`config.mk`:
```
export PLATFORM = sky130hd
export DESIGN_NAME = cam_line_packer
export DESIGN_NICKNAME = d
export VERILOG_FILES = /design/src/rtl/cam_line_packer.sv
export SDC_FILE = /design/constraint.sdc
export NUM_CORES = 1
export LEC_CHECK = 0
export CORE_UTILIZATION = 55
export CTS_BUF_LIST = sky130_fd_sc_hd__clkbuf_4
export DETAILED_ROUTE_END_ITERATION = 8
export PLACE_DENSITY_LB_ADDON = 0.3
export REMOVE_ABC_BUFFERS = 1
export SETUP_SLACK_MARGIN = 0.1
export SYNTH_ARGS = -nofsm -noshare
export SYNTH_HDL_FRONTEND = slang
export SYNTH_SLANG_ARGS = --single-unit
```
`constraint.sdc`:
```
create_clock -name clk -period 6.22 [get_ports clk]
set_input_delay 1.244 -clock clk [delete_from_list [all_inputs] [get_ports clk]]
set_output_delay 1.244 -clock clk [all_outputs]
set_load 0.005 [all_outputs]
```
`src/rtl/cam_line_packer.sv`:
```
// cam_line_packer: packs camera bytes into 32-bit FIFO words, each line prefixed by a header word.
// Latency: header 1 cycle after byte 0; data word 1 cycle after its 4th byte; pad/checksum after line end.
// Backpressure: never stalls; a write meeting wr_full is dropped, the rest of the line is discarded, ovf_cnt counts it.
// Optional feature macro: LINE_CSUM_EN appends a per-line XOR checksum word after the last data/pad word.
module cam_line_packer #(
  parameter int unsigned IMG_W     = 1280,
  parameter logic [7:0]  SYNC_BYTE = 8'hA5
) (
  input  logic        clk,
  input  logic        rst_n,
  input  logic        frame_start,
  input  logic [7:0]  din,
  input  logic        din_vld,
  input  logic        wr_full,
  output logic [31:0] wr_data,
  output logic        wr_en,
  output logic [7:0]  frame_id,
  output logic [15:0] line_id,
  output logic        line_err,
  output logic [7:0]  ovf_cnt
);

  typedef enum logic [1:0] {S_IDLE, S_DATA, S_DROP, S_TAIL} state_t;

  localparam logic [15:0] W_IMG = 16'(IMG_W);

  state_t      r_state;
  logic [15:0] r_cnt;       // bytes seen so far in the current line (saturating)
  logic [23:0] r_lanes;     // lanes 0..2 of the word being assembled; unused lanes held at zero
  logic        r_pend;      // a write is due this cycle
  logic [31:0] r_word;      // word to write when r_pend is set
  logic [31:0] r_csum;      // XOR of all data/pad words formed in this line
  logic        r_csum_due;  // checksum word follows the pad word
  logic [7:0]  r_frame_id;
  logic [15:0] r_line_id;
  logic        r_line_err;
  logic [7:0]  r_ovf_cnt;

  state_t      w_state_nxt;
  logic [15:0] w_cnt_nxt;
  logic [23:0] w_lanes_nxt;
  logic        w_pend_nxt;
  logic [31:0] w_word_nxt;
  logic [31:0] w_csum_nxt;
  logic        w_csum_due_nxt;
  logic [7:0]  w_frame_id_nxt;
  logic [15:0] w_line_id_nxt;
  logic        w_line_err_nxt;
  logic [7:0]  w_ovf_nxt;
  logic        w_ovf_hit;
  logic        w_partial;
  logic [15:0] w_cnt_inc;
  logic [7:0]  w_ovf_inc;

  // A due write is only lost in states that actually write; DROP never has one pending.
  assign w_ovf_hit = r_pend & wr_full & ((r_state == S_DATA) | (r_state == S_TAIL));
  assign w_partial = (r_cnt < W_IMG) && (r_cnt[1:0] != 2'd0);
  assign w_cnt_inc = (r_cnt == 16'hFFFF) ? r_cnt : r_cnt + 16'd1;
  assign w_ovf_inc = (r_ovf_cnt == 8'hFF) ? r_ovf_cnt : r_ovf_cnt + 8'd1;

  assign wr_en    = r_pend & ~wr_full;
  assign wr_data  = r_word;
  assign frame_id = r_frame_id;
  assign line_id  = r_line_id;
  assign line_err = r_line_err;
  assign ovf_cnt  = r_ovf_cnt;

  // State register and all datapath registers.
  always_ff @(posedge clk or negedge rst_n) begin
    if (!rst_n) begin
      r_state    <= S_IDLE;
      r_cnt      <= '0;
      r_lanes    <= '0;
      r_pend     <= 1'b0;
      r_word     <= '0;
      r_csum     <= '0;
      r_csum_due <= 1'b0;
      r_frame_id <= '0;
      r_line_id  <= '0;
      r_line_err <= 1'b0;
      r_ovf_cnt  <= '0;
    end else begin
      r_state    <= w_state_nxt;
      r_cnt      <= w_cnt_nxt;
      r_lanes    <= w_lanes_nxt;
      r_pend     <= w_pend_nxt;
      r_word     <= w_word_nxt;
      r_csum     <= w_csum_nxt;
      r_csum_due <= w_csum_due_nxt;
      r_frame_id <= w_frame_id_nxt;
      r_line_id  <= w_line_id_nxt;
      r_line_err <= w_line_err_nxt;
      r_ovf_cnt  <= w_ovf_nxt;
    end
  end

  // Next-state and next-datapath logic; frame_start overrides every other event.
  always_comb begin
    w_state_nxt    = r_state;
    w_cnt_nxt      = r_cnt;
    w_lanes_nxt    = r_lanes;
    w_pend_nxt     = 1'b0;
    w_word_nxt     = r_word;
    w_csum_nxt     = r_csum;
    w_csum_due_nxt = 1'b0;
    w_frame_id_nxt = r_frame_id;
    w_line_id_nxt  = r_line_id;
    w_line_err_nxt = 1'b0;
    w_ovf_nxt      = r_ovf_cnt;

    if (frame_start) begin
      w_frame_id_nxt = r_frame_id + 8'd1;
      w_line_id_nxt  = '0;
      w_cnt_nxt      = '0;
      w_lanes_nxt    = '0;
      w_state_nxt    = S_IDLE;
    end else begin
      case (r_state)
        S_IDLE: begin
          if (din_vld) begin
            w_state_nxt = S_DATA;
            w_cnt_nxt   = 16'd1;
            w_lanes_nxt = {16'h0000, din};
            w_pend_nxt  = 1'b1;
            w_word_nxt  = {SYNC_BYTE, r_frame_id, r_line_id};
            w_csum_nxt  = '0;
          end
        end

        S_DATA: begin
          if (din_vld) begin
            w_cnt_nxt = w_cnt_inc;
            // Bytes past IMG_W are counted for line_err but never packed.
            if (r_cnt < W_IMG) begin
              case (r_cnt[1:0])
                2'd0: w_lanes_nxt[7:0]   = din;
                2'd1: w_lanes_nxt[15:8]  = din;
                2'd2: w_lanes_nxt[23:16] = din;
                2'd3: begin
                  w_pend_nxt  = 1'b1;
                  w_word_nxt  = {din, r_lanes};
                  w_csum_nxt  = r_csum ^ {din, r_lanes};
                  w_lanes_nxt = '0;
                end
                default: w_lanes_nxt = r_lanes;
              endcase
            end
          end else begin
            w_line_err_nxt = (r_cnt != W_IMG);
            w_line_id_nxt  = r_line_id + 16'd1;
            w_cnt_nxt      = '0;
            w_lanes_nxt    = '0;
            if (w_partial) begin
              w_pend_nxt  = 1'b1;
              w_word_nxt  = {8'h00, r_lanes};
              w_csum_nxt  = r_csum ^ {8'h00, r_lanes};
              w_state_nxt = S_TAIL;
`ifdef LINE_CSUM_EN
              w_csum_due_nxt = 1'b1;
`endif
            end else begin
`ifdef LINE_CSUM_EN
              // r_csum already covers the final word being written this cycle.
              w_pend_nxt  = 1'b1;
              w_word_nxt  = r_csum;
              w_state_nxt = S_TAIL;
`else
              w_state_nxt = S_IDLE;
`endif
            end
          end
          // A lost write kills the rest of the line, including any pad/checksum.
          if (w_ovf_hit) begin
            w_pend_nxt     = 1'b0;
            w_csum_due_nxt = 1'b0;
            w_ovf_nxt      = w_ovf_inc;
            w_state_nxt    = din_vld ? S_DROP : S_IDLE;
          end
        end

        S_DROP: begin
          if (din_vld) begin
            w_cnt_nxt = w_cnt_inc;
          end else begin
            w_line_err_nxt = (r_cnt != W_IMG);
            w_line_id_nxt  = r_line_id + 16'd1;
            w_cnt_nxt      = '0;
            w_lanes_nxt    = '0;
            w_state_nxt    = S_IDLE;
          end
        end

        S_TAIL: begin
          if (w_ovf_hit) begin
            w_ovf_nxt   = w_ovf_inc;
            w_state_nxt = S_IDLE;
          end else if (r_csum_due) begin
            w_pend_nxt = 1'b1;
            w_word_nxt = r_csum;
          end else begin
            w_state_nxt = S_IDLE;
          end
        end

        default: w_state_nxt = S_IDLE;
      endcase
    end
  end

endmodule

```
==> flow_summary.json <==
{
  "outcome": "complete, no violations",
  "firstDrtPassIters": 5,
  "pwr-share-clk_pct": 17.5,
  "diodes": 0,
  "post_cts_resized": 0,
  "setup_viol": 0,
  "die_x_um": 99.46,
  "min_path_type": "reg2reg",
  "leakagePower_nw": 2.653,
  "wire_per_inst_um": 18.26,
  "fin_crit_ns": 3.580,
  "critPathMaxStageDelay_ns": 0.51,
  "drc": 0,
  "die_h_um": 99.46,
  "grt_pass1_wl_mm": 21.60,
  "path_clk_slew_ns": 0.16,
  "min_period_over_period_pct": 57.56,
  "placed_area_um2": 6073,
  "p_sw_mw": 0.8016,
  "power_density_nw_per_um2": 355.1,
  "synth-simple-area-share_pct": 15.59,
  "rsz0062_at_grt": "no",
  "crit_path_frequent_cell": "clkdlybuf4s50_1",
  "synthMuxAreaShare_pct": 1.269,
  "seq_area_frac_synth_pct": 51.74,
  "antenna_found_initial": 0,
  "rrSetupSlack_ns": 3.33,
  "drive_gt1_share_pct": 7.356,
  "synth-main-ff-cell": "dfrtp_1",
  "synthXorXnorAreaFrac_pct": 5.365,
  "synth_top_family_by_area": "compound AO/OA/AOI/OAI gates",
  "drtIter0Drc": 293,
  "finalSetupTns_ns": 0,
  "synth_edf_count": 0,
  "synth.top_cell.area_share_pct": 51.74,
  "fillCellCount": 723,
  "gp_congestion": 0.8767,
  "slew_viol_final": 0,
  "syn_inst": 497,
  "avgSynthCellArea_um2": 10.51,
  "hold_violations": 0,
  "startpoint_type": "primary input",
  "final_area_um2": 6235,
  "max-slew-margin-rel_pct": 38.51,
  "die-area_um2": 9891,
  "cp_max_fo": 3,
  "async_flop_share_pct": 100.0,
  "clock_path_buffers": 2,
  "tightestPinTransition_ns": 0.9201,
  "maxCapViolations": 0,
  "cp.arrival_ns": 2.34,
  "yosys_warnings": 0,
  "synth_area_leaders": "dfrtp_1, o22ai_1, a21oi_1",
  "ys_seq_elements": 108,
  "cts_tree": "built",
  "place_inst": 684,
  "clkLatencyLatePin_ns": 0.47,
  "cp_slowest_cell": "clkdlybuf4s50_1",
  "pwr-share-comb_pct": 37.5,
  "grt_overflow": 0,
  "routed_via_density": 6.223,
  "seqPwrFrac_pct": 45.0,
  "end_kind": "primary output",
  "grt_max_degree": 56,
  "start_util_pct": 56.53,
  "core-area_um2": 9240,
  "cts.sinks": 108,
  "max_freq_mhz": 279.3,
  "vdd.ir_drop.worst_mv": 0.1751,
  "layout.cells.non_filler": 700,
  "synth_compound_area_share_pct": 20.60,
  "ys_types": 56,
  "wirelength_mm": 12.78,
  "antenna_left": 0,
  "dpl.hpwl_mm": 8.740,
  "yosys.area_share.adder_pct": 2.635,
  "io_pins": 79,
  "p_sw_share_pct": 36.20,
  "nets": 590,
  "yosysTopAreaCell": "dfrtp_1",
  "critPathKind": "in2out",
  "port_buffers": 78,
  "path_cells": "clkdlybuf4s50_1 -> nor2b_1 -> clkdlybuf4s50_1",
  "vias": 4356,
  "std_cell_rows": 35,
  "clock_skew_ns": 0.02896,
  "root_buffer": "clkbuf_4",
  "p_int_mw": 1.413,
  "numCtsBuffers": 9,
  "cp.required_ns": 4.98,
  "area_growth_pct": 19.35,
  "grt_usage_pct": 27.53,
  "post_cts_buffers": 0,
  "grt_pass1_vias": 4358,
  "htree_levels": 3,
  "cts_hold_buf": 0,
  "synth_area_um2": 5224
}
[stage by stage]
stage                     hold slack, ns  util (%)  setup WS [ns]  power [mW]
after global routing              0.5190     67.47          2.494       2.356
after floorplan                   0.4739         -          2.397       1.422
after global placement            0.4773     65.73          2.331       1.800
after CTS                         0.5060     67.47          2.630       2.218
after detailed placement          0.4801     65.73          2.263       1.837
final                             0.5032     67.47          2.640       2.214
[layer usage]
layer | global-route usage, % | up-vias | part of all wire [%]
met5 | 0 | - | 0
met4 | 10.41 | 0 | 2.1
met3 | 4.216 | 24 | 5.7
met2 | 43.54 | 161 | 46
met1 | 38.71 | 2163 | 46
li1 | - | 2008 | -
[flip-flops by register name, indices dropped and copies added, names as in the netlist]
signal,flops
r_lanes,24
frame_id,8
line_err,1
line_id,16
ovf_cnt,8
wr_data,32
r_cnt,16
r_state,2
r_pend,1
[final timing paths]
check	end	depth (start not counted)	start
max	wr_en	3	wr_full
min	ovf_cnt[7]$_DFFE_PN0P_	1	ovf_cnt[7]$_DFFE_PN0P_
max reg2reg	ovf_cnt[7]$_DFFE_PN0P_	8	r_state[1]$_DFFE_PN0P_
min reg2reg	ovf_cnt[7]$_DFFE_PN0P_	1	ovf_cnt[7]$_DFFE_PN0P_
max in group asynchronous	wr_data[30]$_DFFE_PN0P_	2	rst_n
min in group asynchronous	line_id[12]$_DFFE_PN0P_	1	rst_n
[area by class of cell]
| cell class | count | area [um^2] | share of cell area (%) |
|---|---|---|---|
| Timing Repair Buffer | 82 | 808.3 | 12.96 |
| Clock inverter | 7 | 93.84 | 1.505 |
| Sequential cell | 108 | 2703 | 43.35 |
| Inverter | 6 | 22.52 | 0.3612 |
| Multi-Input combinational cell | 359 | 2379 | 38.15 |
| Tap cell | 129 | 161.4 | 2.589 |
| Clock buffer | 9 | 67.56 | 1.084 |
[placed cells by master, fill, tap and decap left out, types with 3 or more instances in the layout]
| cell type | count |
|---|---|
| clkdlybuf4s50_1 | 77 |
| nand3_1 | 9 |
| nand3b_1 | 3 |
| clkbuf_4 | 9 |
| buf_4 | 5 |
| dfrtp_1 | 108 |
| ha_1 | 11 |
| inv_1 | 6 |
| nand4_1 | 12 |
| mux2_2 | 5 |
| or2_2 | 3 |
| xor2_1 | 10 |
| and4_1 | 4 |
| a21oi_1 | 47 |
| a22o_1 | 24 |
| and3_1 | 10 |
| o211ai_1 | 4 |
| nor2_1 | 41 |
| a211oi_1 | 4 |
| nand2_1 | 24 |
| xnor2_1 | 22 |
| and2_1 | 8 |
| nor3_1 | 6 |
| o21ai_0 | 13 |
| o22ai_1 | 52 |
| or3_1 | 5 |
| a32o_1 | 4 |
[power by group through the flow]
stage                     clock network (mW)  logic (mW)  registers, mW
final                                  0.386       0.831          0.996
after global routing                   0.418       0.919           1.02
after CTS                              0.392       0.830          0.996
after detailed placement                   0       0.827           1.01
after global placement                     0       0.798           1.00
after floorplan                            0       0.440          0.983
[kinds of logic (layout without fill, tap and decap cells)]
family                   Yosys count  count (layout)
adder cells (fa/ha/maj)           11              11
flip-flops                       108             108
multiplexers                       6               6
AO/OA/AOI/OAI                    165             165
XOR/XNOR                          32              32
buffers and inverters             30             104
AND/OR/NAND/NOR                  145             145
[Yosys cell counts (3+ instances only)]
cell type	n
a211oi_1	4
a21oi_1	48
a22o_1	24
a32o_1	4
and2_1	8
and3_1	10
and4_1	4
buf_2	3
buf_6	4
clkbuf_1	15
dfrtp_1	108
ha_1	11
inv_1	6
mux2_2	5
nand2_1	24
nand3_1	9
nand3b_1	3
nand4_1	12
nor2_1	41
nor3_1	6
o211ai_1	4
o21ai_0	13
o22ai_1	52
or2_2	3
or3_1	5
xnor2_1	22
xor2_1	10
[critical path: cells and delay by family]
family / cells / cell delay [ns]
buf+inv: 2 / 0.95
simple gates: 1 / 0.14
(Power assumes the default switching activity.)
